<file path="src/rtl/glip_uart_rx_sampler.sv">
// ---------------------------------------------------------------------------
// glip_uart_rx_sampler
//
// Serial receive front end of the UART backend. Synchronises the
// asynchronous rx line, detects start bits, and samples every bit with a
// 3-tap majority vote around mid-bit. Each good 8N1 frame is delivered as a
// single-cycle enable pulse with the byte on data; a low stop bit produces a
// single-cycle error pulse instead. There is no backpressure.
//
// Parameters:
//   DIVISOR  clk cycles per bit (>= 8); HALF = DIVISOR/2
//
// Ports:
//   clk     receive clock (clk_io domain)
//   rst     asynchronous active-low reset (0 = reset)
//   rx      asynchronous UART line, idle high
//   enable  one-cycle pulse, data holds a valid received byte
//   data    received byte, LSB first on the line; holds between pulses
//   error   one-cycle pulse on framing error
//   busy    high whenever the receiver is not idle
// ---------------------------------------------------------------------------
module glip_uart_rx_sampler #(
  parameter int DIVISOR = 16
) (
  input  logic       clk,
  input  logic       rst,
  input  logic       rx,
  output logic       enable,
  output logic [7:0] data,
  output logic       error,
  output logic       busy
);

  localparam int HALF = DIVISOR / 2;
  localparam int CW   = $clog2(DIVISOR);

  localparam logic [CW-1:0] CNT_ZERO = CW'(0);
  localparam logic [CW-1:0] CNT_ONE  = CW'(1);
  localparam logic [CW-1:0] CNT_LAST = CW'(DIVISOR - 1);
  localparam logic [CW-1:0] CNT_S0   = CW'(HALF - 1);
  localparam logic [CW-1:0] CNT_S1   = CW'(HALF);
  // The third vote tap is rx_sync_r itself in this cycle.
  localparam logic [CW-1:0] CNT_DEC  = CW'(HALF + 1);

  localparam logic [2:0] ST_IDLE       = 3'd0;
  localparam logic [2:0] ST_START      = 3'd1;
  localparam logic [2:0] ST_DATA       = 3'd2;
  localparam logic [2:0] ST_STOP       = 3'd3;
  localparam logic [2:0] ST_BREAK_WAIT = 3'd4;

  // 2-of-3 majority of the three mid-bit samples.
  function automatic logic maj3(input logic a, input logic b, input logic c);
    return (a & b) | (a & c) | (b & c);
  endfunction

  logic          rx_meta_r;
  logic          rx_sync_r;
  logic [2:0]    state_r;
  logic [2:0]    state_s;
  logic [CW-1:0] cnt_r;
  logic [CW-1:0] cnt_s;
  logic [2:0]    bit_idx_r;
  logic [2:0]    bit_idx_s;
  logic [7:0]    shift_r;
  logic [7:0]    shift_s;
  logic [1:0]    smp_r;
  logic [1:0]    smp_s;
  logic [7:0]    data_r;
  logic [7:0]    data_s;
  logic          enable_r;
  logic          enable_s;
  logic          error_r;
  logic          error_s;
  logic          busy_r;
  logic          is_dec_s;
  logic          vote_s;

  assign is_dec_s = (cnt_r == CNT_DEC);
  assign vote_s   = maj3(smp_r[0], smp_r[1], rx_sync_r);

  // Two-flop synchroniser for the asynchronous rx line (idle high).
  always_ff @(posedge clk or negedge rst) begin
    if (!rst) begin
      rx_meta_r <= 1'b1;
      rx_sync_r <= 1'b1;
    end else begin
      rx_meta_r <= rx;
      rx_sync_r <= rx_meta_r;
    end
  end

  // Next-state, sampling and output decode for the frame receiver.
  always_comb begin
    state_s   = state_r;
    cnt_s     = cnt_r;
    bit_idx_s = bit_idx_r;
    shift_s   = shift_r;
    smp_s     = smp_r;
    data_s    = data_r;
    enable_s  = 1'b0;
    error_s   = 1'b0;

    // Capture the two early vote taps; cnt stays 0 in IDLE so nothing fires there.
    if (cnt_r == CNT_S0) begin
      smp_s[0] = rx_sync_r;
    end else if (cnt_r == CNT_S1) begin
      smp_s[1] = rx_sync_r;
    end else begin
      smp_s = smp_r;
    end

    // Free-running bit timer while a bit is being timed; wraps at DIVISOR-1.
    if ((state_r == ST_START) || (state_r == ST_DATA) || (state_r == ST_STOP)) begin
      if (cnt_r == CNT_LAST) begin
        cnt_s = CNT_ZERO;
      end else begin
        cnt_s = cnt_r + CNT_ONE;
      end
    end else begin
      cnt_s = CNT_ZERO;
    end

    case (state_r)
      ST_IDLE: begin
        if (!rx_sync_r) begin
          state_s = ST_START;
          cnt_s   = CNT_ZERO;
        end else begin
          state_s = ST_IDLE;
        end
      end
      ST_START: begin
        if (is_dec_s && vote_s) begin
          // Line came back high by mid-bit: glitch, not a start bit.
          state_s = ST_IDLE;
          cnt_s   = CNT_ZERO;
        end else if (cnt_r == CNT_LAST) begin
          state_s   = ST_DATA;
          cnt_s     = CNT_ZERO;
          bit_idx_s = 3'd0;
        end else begin
          state_s = ST_START;
        end
      end
      ST_DATA: begin
        if (is_dec_s) begin
          // Right shift so the first (LSB) bit ends at bit 0 after eight bits.
          shift_s = {vote_s, shift_r[7:1]};
        end else begin
          shift_s = shift_r;
        end
        if (cnt_r == CNT_LAST) begin
          cnt_s = CNT_ZERO;
          if (bit_idx_r == 3'd7) begin
            state_s = ST_STOP;
          end else begin
            bit_idx_s = bit_idx_r + 3'd1;
          end
        end else begin
          state_s = ST_DATA;
        end
      end
      ST_STOP: begin
        // Leave at mid stop bit: half a bit of margin to catch the next start.
        if (is_dec_s) begin
          cnt_s = CNT_ZERO;
          if (vote_s) begin
            data_s   = shift_r;
            enable_s = 1'b1;
            state_s  = ST_IDLE;
          end else begin
            error_s = 1'b1;
            state_s = ST_BREAK_WAIT;
          end
        end else begin
          state_s = ST_STOP;
        end
      end
      ST_BREAK_WAIT: begin
        // Hold off until the line is idle again (break or stuck-low line).
        if (rx_sync_r) begin
          state_s = ST_IDLE;
        end else begin
          state_s = ST_BREAK_WAIT;
        end
      end
      default: begin
        state_s = ST_IDLE;
        cnt_s   = CNT_ZERO;
      end
    endcase
  end

  // State, datapath and registered outputs.
  always_ff @(posedge clk or negedge rst) begin
    if (!rst) begin
      state_r   <= ST_IDLE;
      cnt_r     <= CNT_ZERO;
      bit_idx_r <= 3'd0;
      shift_r   <= 8'h00;
      smp_r     <= 2'b00;
      data_r    <= 8'h00;
      enable_r  <= 1'b0;
      error_r   <= 1'b0;
      busy_r    <= 1'b0;
    end else begin
      state_r   <= state_s;
      cnt_r     <= cnt_s;
      bit_idx_r <= bit_idx_s;
      shift_r   <= shift_s;
      smp_r     <= smp_s;
      data_r    <= data_s;
      enable_r  <= enable_s;
      error_r   <= error_s;
      busy_r    <= (state_s != ST_IDLE);
    end
  end

  assign enable = enable_r;
  assign data   = data_r;
  assign error  = error_r;
  assign busy   = busy_r;

endmodule

</file>
<file path="config.mk">
export PLATFORM = sky130hd
export DESIGN_NAME = glip_uart_rx_sampler
export DESIGN_NICKNAME = d
export VERILOG_FILES = /design/src/rtl/glip_uart_rx_sampler.sv
export SDC_FILE = /design/constraint.sdc
export NUM_CORES = 1
export LEC_CHECK = 0
export CAP_MARGIN = 15
export CORE_MARGIN = 8
export CORE_UTILIZATION = 52
export CTS_BUF_LIST = sky130_fd_sc_hd__clkbuf_16
export DETAILED_ROUTE_END_ITERATION = 6
export DONT_BUFFER_PORTS = 1
export PLACE_DENSITY = 0.67
export SETUP_SLACK_MARGIN = 0.02
export SLEW_MARGIN = 10
export SYNTH_ARGS = -nofsm -noshare
export SYNTH_HDL_FRONTEND = slang
export SYNTH_SLANG_ARGS = --single-unit
</file>
<file path="constraint.sdc">
create_clock -name clk -period 2.5 [get_ports clk]
set_input_delay 0 -clock clk [delete_from_list [all_inputs] [get_ports clk]]
set_output_delay 0 -clock clk [all_outputs]
set_load 0.01 [all_outputs]
</file>
==> impl_metrics.yaml <==
setup_path:
  worstPathArrival_ns: 2.11
  critPathMaxFanout: 8
  critical_path_class: "reg -> reg"
  cp-end-kind: "register"
  required_ns: 2.65
  worstSetupStartpointType: "register"
cells_and_area:
  final_nets: 121
  fillCellCount: 213
  fin_cells: 145
  areaGrowthSynthToFinish_pct: 11.84
  layout-drive-gt1-share_pct: 28.07
  antenna_cells: 0
detailed_routing:
  vias_per_cell: 5.883
  drcViolationCount: 0
  dr.pass1.iters: 4
  ant_nets: 0
  vias: 853
  wl_per_cell_um: 16.40
  wl_mm: 2.378
  drt_iter0_drc: 40
pwr:
  power.switching_mw: 0.4508
  pwr_density_cell_nw_per_um2: 937.2
  pwr-share-seq_pct: 45.3
  power_mw: 1.573
  combPwrFrac_pct: 18.8
  internal_power_mw: 1.122
  ir_drop_uv: 791.5
  netSwitchingFraction_pct: 28.66
  clkPwrFrac_pct: 35.9
  power.leakage_nw: 0.8450
clock_tree:
  numCtsBuffers: 5
  cts.sink_count: 33
  clockBufferDepth: 2
  post_cts_buffers: 0
  cts-htree-levels: 2
  clk_latency_ns: 0.27
  cts.clk_slew.worst_paths_ns: 0.05
  tritoncts: "yes"
  cts_root_buffer: "clkbuf_16"
place:
  place_inst: 134
  io_buffers: 0
  globalplace.congestion: 0.8494
  post-dp-hpwl_mm: 1.537
floorplan:
  design.core.area_um2: 2758
  ioPinCount: 14
  row_count: 19
  die_y_um: 69.71
  start_util_pct: 54.40
  die_x_um: 69.71
  die_area_um2: 4859
timing:
  fmax_mhz: 511.6
  hold_viol_final: 0
  worst-slew-pin-transition_ns: 0.5294
  fin_crit_ns: 1.955
  finalClockSkew_ns: 0.004160
  slew_viol_final: 0
  setup_viol: 0
  relSlewSlack_pct: 64.71
  fin_crit_sh_pct: 78.18
  rsz0062_at_grt: "no"
  fin_tns_setup_ns: 0
run:
  drv_cap: 0
logic_synthesis:
  synth_cell_types: 40
  avgSynthCellArea_um2: 13.76
  yosys_warnings: 0
  synth_flop_cell: "dfrtp_1"
  synth_edf_count: 0
  synth_seq_cells: 33
  synthCells: 109
  synth-seq-area-share_pct: 55.21
  synthArstFlopShare_pct: 100.0
  synth_nets: 117
  syn-cell-area_um2: 1500
global_route:
  grt_max_degree: 34
  grt_use_total_pct: 10.23
  overflow: 0
  grt_pass1_vias: 818
  antenna_found_initial: 0
  grt_pass1_wl_mm: 4.077
hold_path:
  holdCritPathClass: "in -> async"
outcome:
  outcome: "finished, final reports clean"
## metrics by stage
| step | setup WS, ns | util [%] | hold WS, ns | cell area [um2] |
|---|---|---|---|---|
| 2_1_floorplan | 0.8020 | - | -0.2956 | 1500 |
| 3_3_place_gp | 0.5989 | 54.36 | -0.2945 | 1499 |
| 3_5_place_dp | 0.5668 | 54.36 | -0.2944 | 1499 |
| 4_1_cts | 0.5582 | 60.84 | 0.1712 | 1678 |
| 5_1_grt | 0.4329 | 60.84 | 0.1957 | 1678 |
| 6_report | 0.5455 | 60.84 | 0.1695 | 1678 |
## kinds of logic (layout without fill, tap and decap cells)
group	after synthesis	count (layout)	synth area share, %
simple gates	23	23	10.59
xor+xnor	1	1	0.5839
flops	33	33	55.21
fa+ha+maj	6	6	5.087
compound gates	15	15	7.258
buf+inv	10	15	3.670
mux	21	21	17.60
## power by group through the flow
stage	sequential [mW]	clock (mW)	combinational, mW
after floorplan	0.667	0	0.278
after global placement	0.715	0	0.275
after detailed placement	0.718	0	0.278
after CTS	0.710	0.581	0.297
after global routing	0.727	0.596	0.333
final	0.712	0.565	0.296
## synth_stat cells, types with 3 or more instances
| master | number | area (um2) |
|---|---|---|
| nor3_1 | 3 | 15.01 |
| mux2_2 | 11 | 123.9 |
| and3_1 | 3 | 18.77 |
| dfrtp_1 | 31 | 775.7 |
| ha_1 | 5 | 62.56 |
| nand2b_1 | 3 | 18.77 |
| inv_1 | 4 | 15.01 |
| mux2_4 | 8 | 120.1 |
## placed cells by master, fill, tap and decap left out, types with 2 or more instances in the layout
cell	count
a21oi_1	2
a22o_1	2
and3_1	3
clkbuf_16	5
clkinv_2	2
dfrtp_1	31
dfstp_2	2
dlygate4sd3_1	2
ha_1	5
inv_1	5
mux2_2	11
mux2_4	8
mux2i_1	2
nand2b_1	3
nor3_1	3
nor4_1	2
o21ai_0	2
## what timing repair did
item | CTS | global route
gates resized for setup | 0 | 0
hold endpoints to repair | 34 | 0
hold buffers | 3 | 0
## worst max-delay path, cell delays in order (launching register included)
cell and delay [ns]:
dfrtp_1 0.42, ha_1 0.20, and3b_1 0.25, and3_4 0.22, nand2b_1 0.39, mux2_4 0.35
## registers in the layout, summed over array words and instances (netlist names)
name       count
bit_idx_r      3
busy           1
cnt_r          4
data           8
enable         1
error          1
rx_meta_r      1
rx_sync_r      1
shift_r        8
smp_r          2
state_r        3
## worst paths after layout
kind / start / to / slack, ns / depth (start not counted)
setup / recovery: cnt_r[0] / shift_r[5] / 0.55 / 5
hold / removal: rst / cnt_r[2] / 0.17 / 2
setup reg to reg: cnt_r[0] / shift_r[5] / 0.55 / 5
hold reg to reg: rx_meta_r / rx_sync_r / 0.35 / 0
max in group asynchronous: rst / rx_meta_r / 2.09 / 2
min in group clk: rx / rx_meta_r / 0.27 / 1
## final cells by class
class,count,area (um2),share of cell area [%]
Clock inverter,3,13.76,0.8203
Tap cell,31,38.79,2.312
Clock buffer,5,125.1,7.457
Inverter,4,15.01,0.8949
Sequential cell,33,828.3,49.37
Multi-Input combinational cell,66,616.8,36.76
Timing Repair Buffer,3,40.04,2.386
## routing by layer
metal  up-vias  track usage [%]  share of wire, %
li1        403                -                 -
met5         -                0                 0
met1       420            13.22                49
met3         5            4.578               8.2
met4         0            5.580               2.0
met2        25            13.73                41
No activity file was read; power rests on OpenSTA's default activity.
